==> src/rtl/writeback_queue.sv <==
// Writeback queue: buffers register-file writes and issues them in FIFO order.
// Pending writes (queued or just issued) can be probed for forwarding.
module writeback_queue #(
  parameter int unsigned DEPTH = 4
) (
  input  logic                      clk,
  input  logic                      reset,
  input  logic                      in_valid,
  output logic                      in_ready,
  input  logic [4:0]                in_reg,
  input  logic [31:0]               in_data,
  input  logic                      drain_en,
  output logic                      regWrite,
  output logic [4:0]                writeReg,
  output logic [31:0]               writeData,
  input  logic [4:0]                lookup_reg,
  output logic                      lookup_hit,
  output logic [31:0]               lookup_data,
  output logic [$clog2(DEPTH):0]    count,
  output logic                      empty,
  output logic                      full
);

  localparam int unsigned AW = $clog2(DEPTH);
  localparam int unsigned CW = AW + 1;

  logic [4:0]    reg_q  [DEPTH];
  logic [31:0]   data_q [DEPTH];
  logic [AW-1:0] head_q, head_d;
  logic [AW-1:0] tail_q, tail_d;
  logic [CW-1:0] count_q, count_d;
  logic          regWrite_q, regWrite_d;
  logic [4:0]    writeReg_q, writeReg_d;
  logic [31:0]   writeData_q, writeData_d;

  logic          enq;
  logic          pop;
  logic [AW-1:0] idx;

  assign empty    = (count_q == '0);
  assign full     = (count_q == CW'(DEPTH));
  assign in_ready = !full;
  assign count    = count_q;

  // Register-0 writes finish the handshake but never occupy a slot
  assign enq = in_valid && in_ready && (in_reg != 5'd0);
  assign pop = drain_en && !empty;

  always_comb begin
    head_d      = head_q;
    tail_d      = tail_q;
    count_d     = count_q;
    regWrite_d  = 1'b0;
    writeReg_d  = writeReg_q;
    writeData_d = writeData_q;
    if (enq) begin
      tail_d = tail_q + AW'(1);
    end
    if (pop) begin
      head_d      = head_q + AW'(1);
      regWrite_d  = 1'b1;
      writeReg_d  = reg_q[head_q];
      writeData_d = data_q[head_q];
    end
    unique case ({enq, pop})
      2'b10:   count_d = count_q + CW'(1);
      2'b01:   count_d = count_q - CW'(1);
      default: count_d = count_q;
    endcase
  end

  always_ff @(posedge clk or posedge reset) begin
    if (reset) begin
      head_q      <= '0;
      tail_q      <= '0;
      count_q     <= '0;
      regWrite_q  <= 1'b0;
      writeReg_q  <= '0;
      writeData_q <= '0;
    end else begin
      head_q      <= head_d;
      tail_q      <= tail_d;
      count_q     <= count_d;
      regWrite_q  <= regWrite_d;
      writeReg_q  <= writeReg_d;
      writeData_q <= writeData_d;
    end
  end

  always_ff @(posedge clk) begin
    if (enq) begin
      reg_q[tail_q]  <= in_reg;
      data_q[tail_q] <= in_data;
    end
  end

  assign regWrite  = regWrite_q;
  assign writeReg  = writeReg_q;
  assign writeData = writeData_q;

  // Scan oldest to newest so the youngest match overrides
  always_comb begin
    lookup_hit  = 1'b0;
    lookup_data = '0;
    idx         = '0;
    if (lookup_reg != 5'd0) begin
      if (regWrite_q && (writeReg_q == lookup_reg)) begin
        lookup_hit  = 1'b1;
        lookup_data = writeData_q;
      end
      for (int i = 0; i < int'(DEPTH); i++) begin
        idx = head_q + AW'(i);
        if ((CW'(i) < count_q) && (reg_q[idx] == lookup_reg)) begin
          lookup_hit  = 1'b1;
          lookup_data = data_q[idx];
        end
      end
    end
  end

endmodule

==> config.mk <==
export PLATFORM = sky130hd
export DESIGN_NAME = writeback_queue
export DESIGN_NICKNAME = d
export VERILOG_FILES = /design/src/rtl/writeback_queue.sv
export SDC_FILE = /design/constraint.sdc
export NUM_CORES = 1
export LEC_CHECK = 0
export CELL_PAD_IN_SITES_DETAIL_PLACEMENT = 0
export CELL_PAD_IN_SITES_GLOBAL_PLACEMENT = 1
export CORE_UTILIZATION = 49
export DETAILED_ROUTE_END_ITERATION = 10
export PLACE_DENSITY = 0.89
export SYNTH_ARGS = -nofsm -noshare
export SYNTH_HDL_FRONTEND = slang
export SYNTH_SLANG_ARGS = --single-unit
==> constraint.sdc <==
create_clock -name clk -period 8.4 [get_ports clk]
set_clock_uncertainty 0.1 [all_clocks]
set_input_delay 1.68 -clock clk [delete_from_list [all_inputs] [get_ports clk]]
set_output_delay 1.68 -clock clk [all_outputs]
set_load 0.05 [all_outputs]
* Word level (Yosys, flattened, before mapping) *
Memory sizes are Yosys's and may differ from the RTL's.
Cells that the tools add are included.

word-level totals
  bits in registers = 45
  latch bits = 0
  bits in writable memories = 148
  bits in read-only memories = 0
  input bits = 46
  output and inout port bits = 77
  logic and storage cells = 56
  memories kept = 2

memory list
  memory  depth  bits a word  rd ports  clocked after memory_dff  write ports  line  source
  data_q  4      32           4         0                         1            28    logic [31:0] data_q [DEPTH];
  reg_q   4      5            4         0                         1            27    logic [4:0] reg_q [DEPTH];

cells by class
  add/subtract/negate cells = 6
  multipliers = 0
  div/mod/pow operators = 0
  order comparisons = 4
  equality and inequality tests = 8
  shift-type cells = 0
  mux-type cells = 16
  bitwise logic cells = 0
  reduce and logical (&&, ||, !) cells = 14

operators by type and width
  operator             count
  $mux 32              6
  $eq 5x5->1           5
  $reduce_bool 5->1    2
  $mux 1               9
  $logic_and 1x1->1    8
  $lt 1x3->1 const A   2
  $lt 2x3->1 const A   2
  $pmux 3 s2           1
  $add 2x1->2 const B  2
  $add 2x2->2 const B  2
  $add 3x1->3 const B  1
  $eq 3x3->1 const B   1
  $logic_not 3->1      1
  $sub 3x1->3 const B  1
  $eq 2x1->1 const B   1
  $eq 2x2->1 const B   1
  $logic_not 1->1      2
  $reduce_bool 2->1    1

* Depth between registers and ports, before layout *
  depth after elaboration = 8
  mapped depth = 11
  mapped depth without buffers = 9

* Worst setup path before layout *
No wires, ideal clock.

  path kind = input -> output
  from = input lookup_reg[3]
  to = output lookup_data[19]
  arrival time = 4.723 ns
  required time = 6.620 ns
  setup slack = 1.897 ns
  stages = 10
  buffers on the path = 3
  cell sequence = clkbuf_1 > nand2_1 > mux2_2 > a2111oi_4 > o21a_1 > buf_4 > nand3b_2 > buf_4 > o21ai_0 > a211oi_1

on the way
  word-level cells in the longest chain between the ends = 8
  elaborated cells on any way between the ends = 17
  classes of those cells = eq/ne (5); mux (6); reduce/logical (6)

RTL lines
  element               line  source
  start: declaration    16    input logic [4:0] lookup_reg,
  $eq 5x5->1            107   if (regWrite_q && (writeReg_q == lookup_reg)) begin
  $logic_and 1x1->1     107
  $mux 32               107
  $mux 32 (4 in a row)  113   if ((CW'(i) < count_q) && (reg_q[idx] == lookup_reg)) begin
  $mux 32 *             106   if (lookup_reg != 5'd0) begin
  end: declaration      18    output logic [31:0] lookup_data,

Every way passes the cells marked *; elsewhere a longest branch is shown, timed or not.

* Worst setup path after layout *
  from = input lookup_reg[3]
  to = output lookup_data[12]

The elaborated chain is that of the path after synthesis.

==> results.json <==
{
  "htree_levels": 4,
  "p_leak_nw": 4.97,
  "cts_root_buffer": "clkbuf_16",
  "max_slew_margin": 0.286,
  "yosysMostFrequentCell": "edfxtp_1",
  "num-nets-final": 1194,
  "postCtsSetupBuffers": 0,
  "final_antenna_net_count": 0,
  "numCtsBuffers": 17,
  "vias": 8896,
  "synth_top_area_share": 0.385,
  "finalHoldViolations": 0,
  "synth_largest_area_cell": "edfxtp_1",
  "mappedNetlistArea_um2": 11500,
  "drt-initial-drc-count": 749,
  "ys.flop_type": "edfxtp_1",
  "hpwl_um": 18300,
  "yosysWarnings": 0,
  "postCtsResizedCells": 0,
  "gp_congestion": 0.815,
  "finalWirelength_um": 30200,
  "routedWlPerCell_um": 20.6,
  "cts_tree": "built",
  "n_antenna_cell": 0,
  "synth-edff-count": 148,
  "ys_ff_latch": 193,
  "hp-class": "reg2reg",
  "dieHeight_um": 156,
  "postLayoutCellArea_um2": 13500,
  "fin_crit_sh": 0.892,
  "run_status": "finished, final reports clean",
  "core_um2": 22800,
  "drive_gt1_frac": 0.153,
  "fin_util": 0.591,
  "end_kind": "output pin",
  "seq_area_frac_synth": 0.482,
  "synth.avg_cell_area_um2": 10.8,
  "rsz0062_at_grt": "no",
  "fp.dieArea_um2": 24200,
  "setup_violations": 0,
  "start_kind": "input port",
  "syn2layout_area_growth_pct": 16.9,
  "postCtsHoldBufs": 0,
  "start_util": 0.505,
  "drv_slew": 0,
  "grt_pass1_wl_um": 47200,
  "dieWidth_um": 156,
  "clock_latency_ns": 0.43,
  "cp.required_ns": 6.62,
  "dp.cells": 1433,
  "period_needed_ns": 7.49,
  "num-fill-cells": 1906,
  "synth_cell_types": 49,
  "placed_cell_area_um2": 12900,
  "clk_path_buf_depth": 2,
  "synth_common_cells": "edfxtp_1 (148), nand2_1 (143), mux2i_1 (119), o21ai_0 (83), o211ai_1 (74)",
  "grt_max_degree": 91,
  "drv_cap": 0,
  "fmaxAchievable_mhz": 134,
  "critical_path_class": "in2out",
  "synth_cells": 1066,
  "crit_fanout": 32,
  "worst_slew_pin_slew_ns": 1.06,
  "io_pins": 123,
  "ir_drop_mv": 0.301,
  "tns_ns": 0,
  "drc": 0,
  "ys_top_cells_by_area": "edfxtp_1 (38%), mux2i_1 (10%), dfrtp_1 (9.8%)",
  "ff_latch_area_um2": 5580,
  "path_clk_slew_ns": 0.07,
  "multi_input_area_um2": 5610,
  "antenna_found_initial": 0,
  "final_cell_count_no_fill": 1465,
  "async_reset_ff_frac": 0.233,
  "grt_usage": 0.256,
  "std_cell_rows": 55,
  "viasPerCell": 6.07,
  "cts_sinks": 193,
  "power_density_nw_per_um2": 402,
  "io_buffers": 122,
  "synth_fp_nets": 1121,
  "grt_pass1_vias": 8477,
  "arrival_ns": 5.71,
  "first_pass_iters": 5,
  "grt-ovfl-total": 0
}
==> report_power, final <==
group	internal (mW)	total, mW	switching [mW]	leakage [nW]
logic	1.13	3.02	1.89	2.80
registers	1.30	1.57	0.271	1.89
clock network	0.470	0.831	0.361	0.288
==> through the flow <==
stage                     power (mW)  setup WS [ns]  hold slack, ns
after floorplan                 3.76           1.90           0.480
after global placement          4.55           1.03           0.387
after detailed placement        4.59          0.956           0.398
after CTS                       5.42          0.941           0.417
after global routing            5.72          0.676           0.435
final                           5.42          0.910           0.409
==> logic make-up (layout without fill, tap and decap cells) <==
group	after synthesis	in the layout	share of synthesized area
flops	193	193	0.482
compound gates	252	252	0.154
fa+ha+maj	9	9	0.00975
simple gates	285	285	0.109
xor+xnor	34	34	0.0258
mux	196	196	0.184
buf+inv	97	183	0.0354
==> critical path: stages <==
cell and delay [ns]:
clkdlybuf4s50_1 0.64, nand2b_1 0.25, mux2_2 0.30, a2111oi_4 0.83
o21a_1 0.46, nand3b_2 0.78, o21ai_0 0.25, a211oi_2 0.27
buf_4 0.23
==> cell usage in the layout (no fill, tap or decap), types with 3 or more instances in the layout <==
master           count
nor3_2               3
clkbuf_16           17
o2111a_1            20
a211oi_1             5
ha_1                 9
nor3_1              30
o21ai_0             83
o31a_1               6
o211ai_1            74
a21o_1               7
dfrtp_1             43
clkdlybuf4s50_1     90
inv_6                3
edfxtp_1           148
nor2b_1              4
xnor2_1             25
mux2_2              71
clkinv_2             4
o211a_1              7
nor2_1              57
and2_2               4
a21boi_0             7
nand2_1            143
mux2i_1            119
xor2_1               7
nand3_1              4
inv_1                8
bufinv_16            3
mux4_2               6
nor4_1               3
nand2b_1            20
buf_4               52
o22ai_1             26
o21a_1               8
or4_1                7
==> cell type report <==
class                           count  area share
Clock buffer                       19      0.0321
Clock inverter                     13      0.0119
Inverter                            9     0.00250
Multi-Input combinational cell    776       0.416
Sequential cell                   193       0.413
Tap cell                          313      0.0290
Timing Repair Buffer              142      0.0957
==> state kept, by name (all words and copies together) (netlist names) <==
name	cells
regWrite	1
writeData	32
data_q	128
head_q	2
writeReg	5
tail_q	2
count	3
reg_q	20
==> final timing paths <==
check	startpoint	endpoint	slack (ns)	cells after the start
max in group asynchronous	reset	head_q[0]	5.92	3
worst max-delay path	lookup_reg[3]	lookup_data[12]	0.91	9
min in group asynchronous	reset	writeReg[2]	1.70	3
worst min register to register	writeData[12]	writeData[12]	0.41	2
worst max register to register	head_q[0]	writeData[23]	5.34	4
worst min-delay path	writeData[12]	writeData[12]	0.41	2
==> routing by layer <==
| metal | vias to the layer above | global-route usage | routed length (um) | part of all wire |
|---|---|---|---|---|
| li1 | 4147 | - | - | - |
| met1 | 4320 | 0.348 | 13200 | 0.44 |
| met2 | 385 | 0.415 | 14200 | 0.47 |
| met3 | 44 | 0.0507 | 2400 | 0.080 |
| met4 | 0 | 0.0742 | 486 | 0.016 |
| met5 | - | 0 | 0 | 0 |
Note: power is estimated with default switching activity, not from simulation.
